`src/rtl/vec_sched_pkg.sv`:
```
// Shared constants and helpers for the vector-unit scheduler family.
package vec_sched_pkg;

  localparam int W = 27;
  localparam logic [W-1:0] FP_ONE  = 27'h1FC0000;
  localparam logic [W-1:0] FP_ZERO = '0;

  // Width of an owner index; a one-requester index still needs one bit.
  function automatic int tag_w(input int n);
    return (n <= 2) ? 1 : $clog2(n);
  endfunction

endpackage

```
`src/rtl/rr_arbiter.sv`:
```
// Round-robin arbiter: first valid requester at or after ptr_i, wrapping modulo NREQ.
module rr_arbiter
  import vec_sched_pkg::*;
#(
  parameter int NREQ = 4,
  parameter int IW   = tag_w(NREQ)
) (
  input  logic [NREQ-1:0] valid_i,
  input  logic [IW-1:0]   ptr_i,
  output logic [NREQ-1:0] grant_o,
  output logic [IW-1:0]   idx_o,
  output logic            any_o
);

  logic [IW-1:0] cand;

  // Scan offsets from far to near so the requester closest to ptr wins.
  always_comb begin
    grant_o = '0;
    idx_o   = '0;
    any_o   = 1'b0;
    cand    = '0;
    for (int i = NREQ - 1; i >= 0; i--) begin
      cand = IW'((int'(ptr_i) + i) % NREQ);
      if (valid_i[cand]) begin
        grant_o       = '0;
        grant_o[cand] = 1'b1;
        idx_o         = cand;
        any_o         = 1'b1;
      end
    end
  end

endmodule

```
`src/rtl/vec_unit_scheduler.sv`:
```
// Shares one fixed-latency vector unit among NREQ requesters with round-robin
// issue, an owner tag pipeline for result routing, and per-requester credits.
module vec_unit_scheduler
  import vec_sched_pkg::*;
#(
  parameter int NREQ    = 4,
  parameter int W       = vec_sched_pkg::W,
  parameter int LATENCY = 9,
  parameter int MAX_OUT = 4
) (
  input  logic              i_clk,
  input  logic              i_rst_n,
  input  logic [NREQ-1:0]   i_req_valid,
  output logic [NREQ-1:0]   o_req_ready,
  input  logic [NREQ*W-1:0] i_req_x,
  input  logic [NREQ*W-1:0] i_req_y,
  input  logic [NREQ*W-1:0] i_req_z,
  output logic              o_unit_valid,
  output logic [W-1:0]      o_unit_x,
  output logic [W-1:0]      o_unit_y,
  output logic [W-1:0]      o_unit_z,
  input  logic [W-1:0]      i_unit_x,
  input  logic [W-1:0]      i_unit_y,
  input  logic [W-1:0]      i_unit_z,
  output logic [NREQ-1:0]   o_rsp_valid,
  output logic [W-1:0]      o_rsp_x,
  output logic [W-1:0]      o_rsp_y,
  output logic [W-1:0]      o_rsp_z,
  output logic              o_busy
);

  localparam int IW = tag_w(NREQ);
  localparam int CW = $clog2(MAX_OUT + 1);

  logic [NREQ-1:0] eligible;
  logic [NREQ-1:0] grant;
  logic [IW-1:0]   grant_idx;
  logic            grant_any;
  logic [IW-1:0]   ptr_q, ptr_d;

  logic            unit_valid_q;
  logic [W-1:0]    unit_x_q, unit_y_q, unit_z_q;
  logic [IW-1:0]   unit_own_q;

  logic [LATENCY-1:0]         tag_v_q;
  logic [LATENCY-1:0][IW-1:0] tag_own_q;

  logic [NREQ-1:0] rsp_valid_q, rsp_valid_d;
  logic [W-1:0]    rsp_x_q, rsp_y_q, rsp_z_q;
  logic [NREQ-1:0] cnt_nz;

  rr_arbiter #(
    .NREQ (NREQ),
    .IW   (IW)
  ) u_arb (
    .valid_i (eligible),
    .ptr_i   (ptr_q),
    .grant_o (grant),
    .idx_o   (grant_idx),
    .any_o   (grant_any)
  );

  // Credit counter per requester: up on accept, down on its response strobe.
  for (genvar gi = 0; gi < NREQ; gi++) begin : g_req
    logic [CW-1:0] cnt_q, cnt_d;

    assign eligible[gi] = i_req_valid[gi] && (cnt_q < CW'(MAX_OUT));
    assign cnt_nz[gi]   = |cnt_q;

    always_comb begin
      cnt_d = cnt_q;
      if (grant[gi] && !rsp_valid_q[gi]) begin
        cnt_d = cnt_q + 1'b1;
      end else if (!grant[gi] && rsp_valid_q[gi]) begin
        cnt_d = cnt_q - 1'b1;
      end
    end

    always_ff @(posedge i_clk or negedge i_rst_n) begin
      if (!i_rst_n) begin
        cnt_q <= '0;
      end else begin
        cnt_q <= cnt_d;
      end
    end

    a_no_underflow: assert property (@(posedge i_clk) disable iff (!i_rst_n)
      !(rsp_valid_q[gi] && (cnt_q == '0)));
  end

  always_comb begin
    ptr_d = ptr_q;
    if (grant_any) begin
      ptr_d = (grant_idx == IW'(NREQ - 1)) ? '0 : grant_idx + 1'b1;
    end
  end

  always_comb begin
    rsp_valid_d = '0;
    if (tag_v_q[LATENCY-1]) begin
      rsp_valid_d = NREQ'(1) << tag_own_q[LATENCY-1];
    end
  end

  always_ff @(posedge i_clk or negedge i_rst_n) begin
    if (!i_rst_n) begin
      ptr_q        <= '0;
      unit_valid_q <= 1'b0;
      unit_x_q     <= FP_ZERO;
      unit_y_q     <= FP_ZERO;
      unit_z_q     <= FP_ZERO;
      unit_own_q   <= '0;
      tag_v_q      <= '0;
      tag_own_q    <= '0;
      rsp_valid_q  <= '0;
      rsp_x_q      <= FP_ZERO;
      rsp_y_q      <= FP_ZERO;
      rsp_z_q      <= FP_ZERO;
    end else begin
      ptr_q        <= ptr_d;
      unit_valid_q <= grant_any;
      if (grant_any) begin
        unit_x_q   <= i_req_x[grant_idx*W +: W];
        unit_y_q   <= i_req_y[grant_idx*W +: W];
        unit_z_q   <= i_req_z[grant_idx*W +: W];
        unit_own_q <= grant_idx;
      end
      // Stage LATENCY-1 lines up with the unit's result for the same issue.
      tag_v_q[0]   <= unit_valid_q;
      tag_own_q[0] <= unit_own_q;
      for (int i = 1; i < LATENCY; i++) begin
        tag_v_q[i]   <= tag_v_q[i-1];
        tag_own_q[i] <= tag_own_q[i-1];
      end
      rsp_valid_q <= rsp_valid_d;
      if (tag_v_q[LATENCY-1]) begin
        rsp_x_q <= i_unit_x;
        rsp_y_q <= i_unit_y;
        rsp_z_q <= i_unit_z;
      end
    end
  end

  assign o_req_ready  = grant;
  assign o_unit_valid = unit_valid_q;
  assign o_unit_x     = unit_x_q;
  assign o_unit_y     = unit_y_q;
  assign o_unit_z     = unit_z_q;
  assign o_rsp_valid  = rsp_valid_q;
  assign o_rsp_x      = rsp_x_q;
  assign o_rsp_y      = rsp_y_q;
  assign o_rsp_z      = rsp_z_q;
  assign o_busy       = (|tag_v_q) || unit_valid_q || (|cnt_nz);

endmodule

```
`config.mk`:
```
export PLATFORM = sky130hd
export DESIGN_NAME = vec_unit_scheduler
export DESIGN_NICKNAME = d
export VERILOG_FILES = /design/src/rtl/vec_sched_pkg.sv /design/src/rtl/rr_arbiter.sv /design/src/rtl/vec_unit_scheduler.sv
export SDC_FILE = /design/constraint.sdc
export NUM_CORES = 1
export LEC_CHECK = 0
export ABC_CLOCK_PERIOD_IN_PS = 5400
export CORE_AREA = 2 2 226 228
export DETAILED_ROUTE_END_ITERATION = 7
export DIE_AREA = 0 0 228 230
export PLACE_DENSITY = 0.53
export SETUP_SLACK_MARGIN = 0.2
export SLEW_MARGIN = 15
export SYNTH_ARGS = -nofsm -noshare
export SYNTH_HDL_FRONTEND = slang
export SYNTH_HIERARCHICAL = 1
export SYNTH_SLANG_ARGS = --single-unit
export TNS_END_PERCENT = 30
```
`constraint.sdc`:
```
create_clock -name i_clk -period 5.4 [get_ports i_clk]
set_input_delay 1.62 -clock i_clk [delete_from_list [all_inputs] [get_ports i_clk]]
set_output_delay 1.62 -clock i_clk [all_outputs]
set_load 0.01 [all_outputs]
```
**Word-level counts from Yosys, hierarchy flattened**

Cells that the tools add are included.

- Output and inout port bits: 172
- Input bits: 411
- Register bits: 210
- Logic and storage cells: 124

- $mul: 1
- Eq/ne operators: 1
- Magnitude comparators: 12
- Multiplexer cells: 38
- Reduce and logical (&&, ||, !) cells: 32
- Add/sub/neg operators: 12
- Shifts and indexed selects: 4

Operator list:

| kind | number |
|---|---|
| $shiftx A108 B8 Y27 | 3 |
| $mux W3 | 8 |
| $mux W4 | 5 |
| $logic_and A1 B1 Y1 | 16 |
| $add A3 B1 Y3 const B | 4 |
| $lt A2 B3 Y1 const B | 4 |
| $lt A3 B3 Y1 const B | 4 |
| $mux W1 | 12 |
| $reduce_or A12 Y1 | 1 |
| $sub A3 B1 Y3 const B | 4 |
| $mux W2 | 5 |
| $reduce_or A9 Y1 | 1 |
| $bmux W1 S2 | 4 |
| $demux W1 S2 | 4 |
| $ge A2 B1 Y1 const B | 4 |
| $logic_not A1 Y1 | 8 |
| $reduce_bool A2 Y1 | 4 |
| $mul A2 B5 Y7 const B | 1 |
| $add A2 B1 Y2 const B | 2 |
| $add A2 B2 Y2 const B | 2 |
| $shl A1 B2 Y4 const A | 1 |
| $eq A2 B2 Y1 const B | 1 |
| $logic_or A1 B1 Y1 | 2 |

**Logic depth before layout (Yosys ltp)**

Gate-level depths: netlist of the first run.

- Word-level depth: 13
- Depth in mapped cells: 14
- Mapped depth without buffers: 12

**Hierarchy**

Netlist of the first run, hierarchy kept.

Modules (own cells, without submodules):

| module | area each (um^2) | seq. area each (um^2) | instances | cells an instance |
|---|---|---|---|---|
| vec_unit_scheduler | 9739.3 | 5255.0 | 1 | 730 |
| rr_arbiter | 509.2 | 0.0 | 1 | 61 |

**Worst setup path after synthesis of the first run**

OpenSTA, ideal clock, no wires.

- Kind: in2out
- Start point: input i_req_valid[1]
- End point: output o_req_ready[0]
- Arrival: 2.940 ns
- Stages on the path: 6
- Path slack: 0.840 ns
- Buffers on the path: 1
- Required time: 3.780 ns
- Cells stage by stage: and2b_1 -> buf_6 -> mux4_2 -> nor2b_4 -> a22oi_1 -> a31oi_1

- Cells in the longest elaborated chain, start to end: 7
- Elaborated cells on any way between the ends: 13
- Classes of those cells: 12 x mux; 1 x reduce/logical

RTL lines:

| what | RTL line | source |
|---|---|---|
| start, declared | vec_unit_scheduler.sv:13 | `input logic [NREQ-1:0] i_req_valid,` |
| $logic_and A1 B1 Y1 (*) | vec_unit_scheduler.sv:67 | `assign eligible[gi] = i_req_valid[gi] && (cnt_q < CW'(MAX_OUT));` |
| $bmux W1 S2 | rr_arbiter.sv:25 | `if (valid_i[cand]) begin` |
| $mux W1 (implied by the code) | rr_arbiter.sv:25 |  |
| $mux W4 (3 in series) | rr_arbiter.sv:25 |  |
| $mux W4 (*) | rr_arbiter.sv:25 |  |
| end, declared | vec_unit_scheduler.sv:14 | `output logic [NREQ-1:0] o_req_ready,` |

Mark *: on every way between the ends. The rest lies on a longest branch, timed or not. The select of a mux whose other input is x is not followed.

**Worst setup path in the final report of the first run**

- Start point: input i_req_valid[2]
- End point: output o_req_ready[3]

- Cells in the longest elaborated chain, start to end: 7
- Elaborated cells on any way between the ends: 13
- Classes of those cells: 12 x mux; 1 x reduce/logical

RTL lines:

| what | RTL line | source |
|---|---|---|
| $logic_and A1 B1 Y1 (*) | vec_unit_scheduler.sv:67 |  |
| via eligible[2] | vec_unit_scheduler.sv:35 | `logic [NREQ-1:0] eligible;` |
| $bmux W1 S2 | rr_arbiter.sv:25 |  |
| $mux W1 (implied by the code) | rr_arbiter.sv:25 |  |
| $mux W4 (3 in series) | rr_arbiter.sv:25 |  |
| $mux W4 (*) | rr_arbiter.sv:25 |  |

The timed path passes the listed nets; every way through them passes the cells marked *. The select of a mux whose other input is x is not followed.

==> impl_metrics.tcl, run 1 <==
set metrics [dict create \
    status "finished, final reports clean" \
    setup_tns_ns 0 \
    antenna_found_initial 9 \
    min_period_ns 5.15 \
    cts-buffers-inserted 27 \
    synthMostInstantiatedCell "dfrtp_1" \
    die_h_um 230 \
    pin_count 583 \
    maxSlewViolCount 0 \
    cts_root_buf "clkbuf_16" \
    max-cap-violations 0 \
    drc 0 \
    required_ns 3.78 \
    die_area_um2 52400 \
    portBuffers 582 \
    synthToLayoutAreaGrowth_pct 74.0 \
    period_share 0.954 \
    hold_path_class "register to register" \
    coreArea_um2 49900 \
    pwr-share-seq 0.276 \
    dr.pass1.iters 6 \
    slew_headroom 0.277 \
    netlist.area_leader.share 0.513 \
    seq_area_frac_synth 0.513 \
    power_mw 10.2 \
    synth_edf_count 0 \
    grt_max_degree 96 \
    synth_simple_gate_area_frac 0.0762 \
    grt_overflow 0 \
    synth-xor-area-share 0.0103 \
    timing.rr.start "ptr_q[0]" \
    grt_first_pass_wirelength_um 61700 \
    synth-compound-area-share 0.0807 \
    power_density_nw_per_um2 573 \
    grt_pass1_vias 9437 \
    hold_ws_ns 0.341 \
    synthArstFlopShare 1.00 \
    worstHoldStart "tag_own_q[10]" \
    ys_warn_count 6 \
    layout_setup_ws_ns 0.249 \
    wl_per_cell_um 20.3 \
    vias_per_cell 4.27 \
    drt-initial-drc-count 279 \
    synth_area_leaders "dfrtp_1 (51%), mux2i_1 (16%), o221ai_1 (7.0%), mux2_2 (5.7%), nand2b_1 (5.0%)" \
    floorplan.initialDensity 0.206 \
    rows 82 \
    cts_tree "done" \
    cts_max_path_buffers 3 \
    dp_cells 2011 \
    finalClockSkew_ns 0.0136 \
    layout.cells.non_filler 2063 \
    layout-drive-gt1-share 0.102 \
    clkPwrFrac 0.174 \
    p_sw_frac 0.374 \
    fin_util 0.358 \
    synth_top_family_by_area "multiplexers" \
    cts_num_sinks 210 \
    synth.cell_area_um2 10200 \
    synth_flop_cell "dfrtp_1" \
    htreeDepth 1 \
    synth_mux_area_frac 0.265 \
    grt_use_total 0.154 \
    clock_latency_ns 0.55 \
    finalInstanceArea_um2 17800 \
    setup-violations-final 0 \
    arrival_ns 3.53 \
    synth_seq_cells 210 \
    critical_path.startpoint_type "primary input" \
    worstSetupPathType "primary input to primary output" \
    max_clock_freq_mhz 194 \
    p_int_mw 6.40 \
    hold_depth 0 \
    postRouteAntennaNets 0 \
    critPathCaptureType "primary output" \
    gp_congestion 0.835 \
    syn_inst 791 \
    yosysTopAreaCell "dfrtp_1" \
    synth_fp_nets 1219 \
    synth_area_per_cell_um2 13.0 \
    placed_area_um2 16900 \
    cts.clk_slew.worst_paths_ns 0.05 \
    synth_fa_ha_area_frac 0.0237 \
    synth_cell_types 41 \
    leakage_nw 7.12 \
    final_nets 1800 \
    path_max_fanout 5 \
    rsz0062_at_grt "true" \
    ir_drop_mv 0.284 \
    reg2regPathDepth 14 \
    vias 8811 \
    hpwl_um 32400 \
    crit_start "i_req_valid[2]" \
    finalHoldViolations 0 \
    comb_power_share 0.550 \
    worstMarginPinSlew_ns 1.08 \
    wirelength_um 41800 \
    power.switching_mw 3.82 \
    postCtsHoldBufs 0 \
    die_w_um 228 \
    pre_cts_ws_ns -0.218 \
    synth_commonest_cells "dfrtp_1 (210), mux2i_1 (162), nand2b_1 (82), o221ai_1 (82), mux2_2 (52)" \
]
state kept, by name (all words and copies together) (netlist names), 12 cells and up:
signal / cells
o_unit_x: 27
o_rsp_y: 27
g_req.cnt_q: 12
o_rsp_x: 27
o_unit_y: 27
o_rsp_z: 27
o_unit_z: 27
tag_own_q: 18
metal layers:
metal / vias to the layer above / wire, um / global-route usage
met5: - / 12 / 0
li1: 4106 / - / -
met1: 4267 / 16600 / 0.180
met3: 48 / 3210 / 0.0466
met4: 2 / 784 / 0.0321
met2: 388 / 21300 / 0.278
worst max-delay path, cell delays in order:
cell,delay [ns]
clkdlybuf4s50_1,0.40
nor2b_1,0.15
buf_4,0.16
mux4_2,0.53
nor2b_4,0.18
a22oi_1,0.09
a31oi_1,0.23
buf_2,0.18
cell families (layout without fill, tap and decap cells):
logic type,after synthesis,count (layout)
AO/OA/AOI/OAI,99,99
XOR/XNOR,12,12
adder cells (fa/ha/maj),17,17
buffers and inverters,69,666
flip-flops,210,210
multiplexers,256,256
other,0,3
AND/OR/NAND/NOR,128,128
placed cells by master, fill, tap and decap left out, drive strengths merged, types with 5 or more instances in the layout:
cell type      netlist  layout
dfrtp              210     210
o221ai              82      82
nor2                14      14
xor2                 8       8
mux2i              164     164
clkdlybuf4s50        0     577
nand4                5       5
inv                 11      13
nor2b                5       5
nand2b              82      82
clkbuf              26      41
buf                 32      31
ha                  13      13
mux2                90      90
final timing paths:
| path | to | slack (ns) |
|---|---|---|
| max in group asynchronous | o_rsp_x[14] | 3.28 |
| min in group asynchronous | o_rsp_x[25] | 1.05 |
| worst min-delay path | tag_own_q[12] | 0.34 |
| worst min register to register | tag_own_q[12] | 0.34 |
| worst max register to register | g_req[3].cnt_q[2] | 1.53 |
| worst max-delay path | o_req_ready[3] | 0.25 |
repair_timing:
| item | in CTS | in global routing |
|---|---|---|
| hold endpoints to repair | 0 | 0 |
| setup endpoints to repair | 4 | 4 |
| setup buffers | 0 | 4 |
| gates cloned | 0 | 0 |
| gates resized for setup | 11 | 12 |
| pin swaps | 0 | 3 |
power groups by stage:
stage / clock [mW] / combinational, mW / sequential [mW]
floorplan: 0 / 2.84 / 3.01
global placement: 0 / 5.64 / 2.82
detailed placement: 0 / 5.70 / 2.84
CTS: 1.85 / 5.69 / 2.83
global route: 1.92 / 6.06 / 2.93
finish: 1.77 / 5.62 / 2.82
cell type report:
| type | instances | area, um2 |
|---|---|---|
| clock inverters | 6 | 92.6 |
| diodes | 3 | 7.51 |
| flip-flops and latches | 210 | 5260 |
| multi-input cells | 512 | 4740 |
| well taps | 672 | 841 |
| inverters | 11 | 41.3 |
| repair buffers | 610 | 6080 |
| fillers | 5015 | 32000 |
| clock buffers | 39 | 771 |
Note: power is estimated with default switching activity, not from simulation.
==> run 2: changes to the inputs <==
--- a/config.mk
+++ b/config.mk
@@ -6,10 +6,10 @@
 export NUM_CORES = 1
 export LEC_CHECK = 0
 export ABC_CLOCK_PERIOD_IN_PS = 5400
-export CORE_AREA = 2 2 226 228
+export CORE_AREA = 8 8 219 221
 export DETAILED_ROUTE_END_ITERATION = 7
-export DIE_AREA = 0 0 228 230
-export PLACE_DENSITY = 0.53
+export DIE_AREA = 0 0 227 229
+export PLACE_DENSITY = 0.58
 export SETUP_SLACK_MARGIN = 0.2
 export SLEW_MARGIN = 15
 export SYNTH_ARGS = -nofsm -noshare
==> run 2 against run 1 <==
Compared with the run above:
- die area is 0.87% lower
- final cell count down 3.2%
- routed wire length up 4.7%
- hold slack improved by 0.0015 ns
- critical path type unchanged
==> impl_metrics.tcl, run 2 (synthesis results as in run 1) <==
set metrics [dict create \
    mostFrequentLayoutCell "clkdlybuf4s50_1" \
    pwr-share-seq 0.271 \
    layout_common_cells "clkdlybuf4s50_1 (577), dfrtp_1 (209), mux2i_1 (162), o221ai_1 (82), nand2b_1 (81)" \
    status "finished, final reports clean" \
    layout-drive-gt1-share 0.108 \
    arrival_ns 3.54 \
    dr.pass1.iters 5 \
    die_area_um2 52000 \
    setup-violations-final 0 \
    coreArea_um2 44700 \
    required_ns 3.78 \
    drt-initial-drc-count 352 \
    gp_congestion 0.847 \
    min_period_ns 5.16 \
    finalClockSkew_ns 0.0354 \
    drc 0 \
    placed_area_um2 16900 \
    power.switching_mw 3.91 \
    hpwl_um 35000 \
    vias_per_cell 4.43 \
    wl_per_cell_um 21.9 \
    crit_start "i_req_valid[2]" \
    grt_first_pass_wirelength_um 63600 \
    max_clock_freq_mhz 194 \
    hold_path_class "register to register" \
    postRouteAntennaNets 0 \
    die_h_um 229 \
    max-cap-violations 0 \
    floorplan.initialDensity 0.229 \
    p_int_mw 6.32 \
    worstSetupPathType "primary input to primary output" \
    reg2regPathDepth 14 \
    finalHoldViolations 0 \
    p_sw_frac 0.382 \
    htreeDepth 1 \
    clkPwrFrac 0.170 \
    cts_max_path_buffers 3 \
    synthToLayoutAreaGrowth_pct 73.1 \
    grt_overflow 0 \
    wirelength_um 43800 \
    slew_headroom 0.283 \
    ir_drop_mv 0.282 \
    finalInstanceArea_um2 17700 \
    critPathCapture "o_req_ready[2]" \
    critical_path.startpoint_type "primary input" \
    period_share 0.956 \
    worstMarginPinSlew_ns 1.08 \
    die_w_um 227 \
    antenna_found_initial 5 \
    rrSetupSlack_ns 1.75 \
    grt_use_total 0.160 \
    clock_latency_ns 0.56 \
    power_mw 10.2 \
    pin_count 583 \
    portBuffers 582 \
    grt_max_degree 94 \
    critPathCaptureType "primary output" \
    leakage_nw 7.12 \
    power_density_nw_per_um2 577 \
    comb_power_share 0.559 \
    cts-buffers-inserted 26 \
    cts.clk_slew.worst_paths_ns 0.06 \
    cts_num_sinks 210 \
    grt_pass1_vias 9760 \
    maxSlewViolCount 0 \
    rsz0062_at_grt "true" \
    cts_tree "done" \
    timing.rr.start "ptr_q[1]" \
    final_nets 1803 \
    r2r_end "g_req[0].cnt_q[2]" \
    cts_root_buf "clkbuf_16" \
    rows 78 \
    path_max_fanout 8 \
    fin_util 0.397 \
    vias 8843 \
]
[run 2: changes by cell type in the layout (fill, tap and decap cells not counted), moves of 2 or more]
cell	before	now
diode_2	3	1
clkinvlp_4	1	5
buf_4	23	28
inv_6	1	4
clkbuf_1	7	4
clkbuf_2	2	0
buf_2	2	4
[run 2: layout make-up]
type / instances / area [um2]
well taps: 600 / 751
inverters: 11 / 41.3
flip-flops and latches: 210 / 5260
repair buffers: 614 / 6100
clock buffers: 34 / 721
diodes: 1 / 2.50
multi-input cells: 512 / 4730
clock inverters: 14 / 138
fillers: 4392 / 27000
[run 2: layer usage]
metal | vias up | routed length, um | GRT usage | share of wire
li1 | 4111 | - | - | -
met1 | 4250 | 16500 | 0.176 | 0.38
met2 | 413 | 21700 | 0.284 | 0.50
met3 | 65 | 4410 | 0.0601 | 0.10
met4 | 4 | 1100 | 0.0413 | 0.025
met5 | - | 27 | 0 | 0.00062
[run 2: critical path, cell delays in order]
cell             delay (ns)
clkdlybuf4s50_1        0.40
nor2b_1                0.13
buf_4                  0.16
mux4_2                 0.55
buf_4                  0.17
a22oi_1                0.21
a31oi_2                0.13
buf_2                  0.18
[run 2: worst min path at each step]
stage                       start       endpoint  slack [ns]  cells past startpoint
floorplan            tag_own_q[8]  tag_own_q[10]        0.33                      0
global placement    tag_own_q[15]  tag_own_q[17]        0.33                      0
detailed placement   tag_own_q[5]   tag_own_q[7]        0.34                      0
CTS                    tag_v_q[0]     tag_v_q[1]        0.35                      0
global route         tag_own_q[6]   tag_own_q[8]        0.36                      0
finish                 tag_v_q[0]     tag_v_q[1]        0.34                      0
[run 2: power groups by stage]
stage	Combinational [mW]	Sequential, mW	Clock, mW
6_report	5.72	2.77	1.73
2_1_floorplan	2.84	3.01	0
3_3_place_gp	5.74	2.77	0
5_1_grt	6.13	2.88	1.87
3_5_place_dp	5.80	2.81	0
4_1_cts	5.81	2.79	1.81
[run 2: what timing repair did]
item	CTS	global route
hold buffers	0	0
pin swaps	1	2
resized for setup	18	7
setup endpoints to repair	4	4
endpoints found under the hold margin	0	0
setup buffers	1	1
[run 2: per-stage QoR]
stage / hold WS (ns) / worst slack (ns) / setup TNS (ns) / std cells
6_report: 0.342 / 0.240 / 0 / 1996
5_1_grt: 0.355 / 0.143 / 0 / 1995
4_1_cts: 0.351 / 0.166 / 0 / 1994
3_5_place_dp: 0.336 / -0.245 / -0.801 / 1945
3_3_place_gp: 0.332 / -0.184 / -0.685 / 1945
2_1_floorplan: 0.331 / 0.840 / 0 / 791
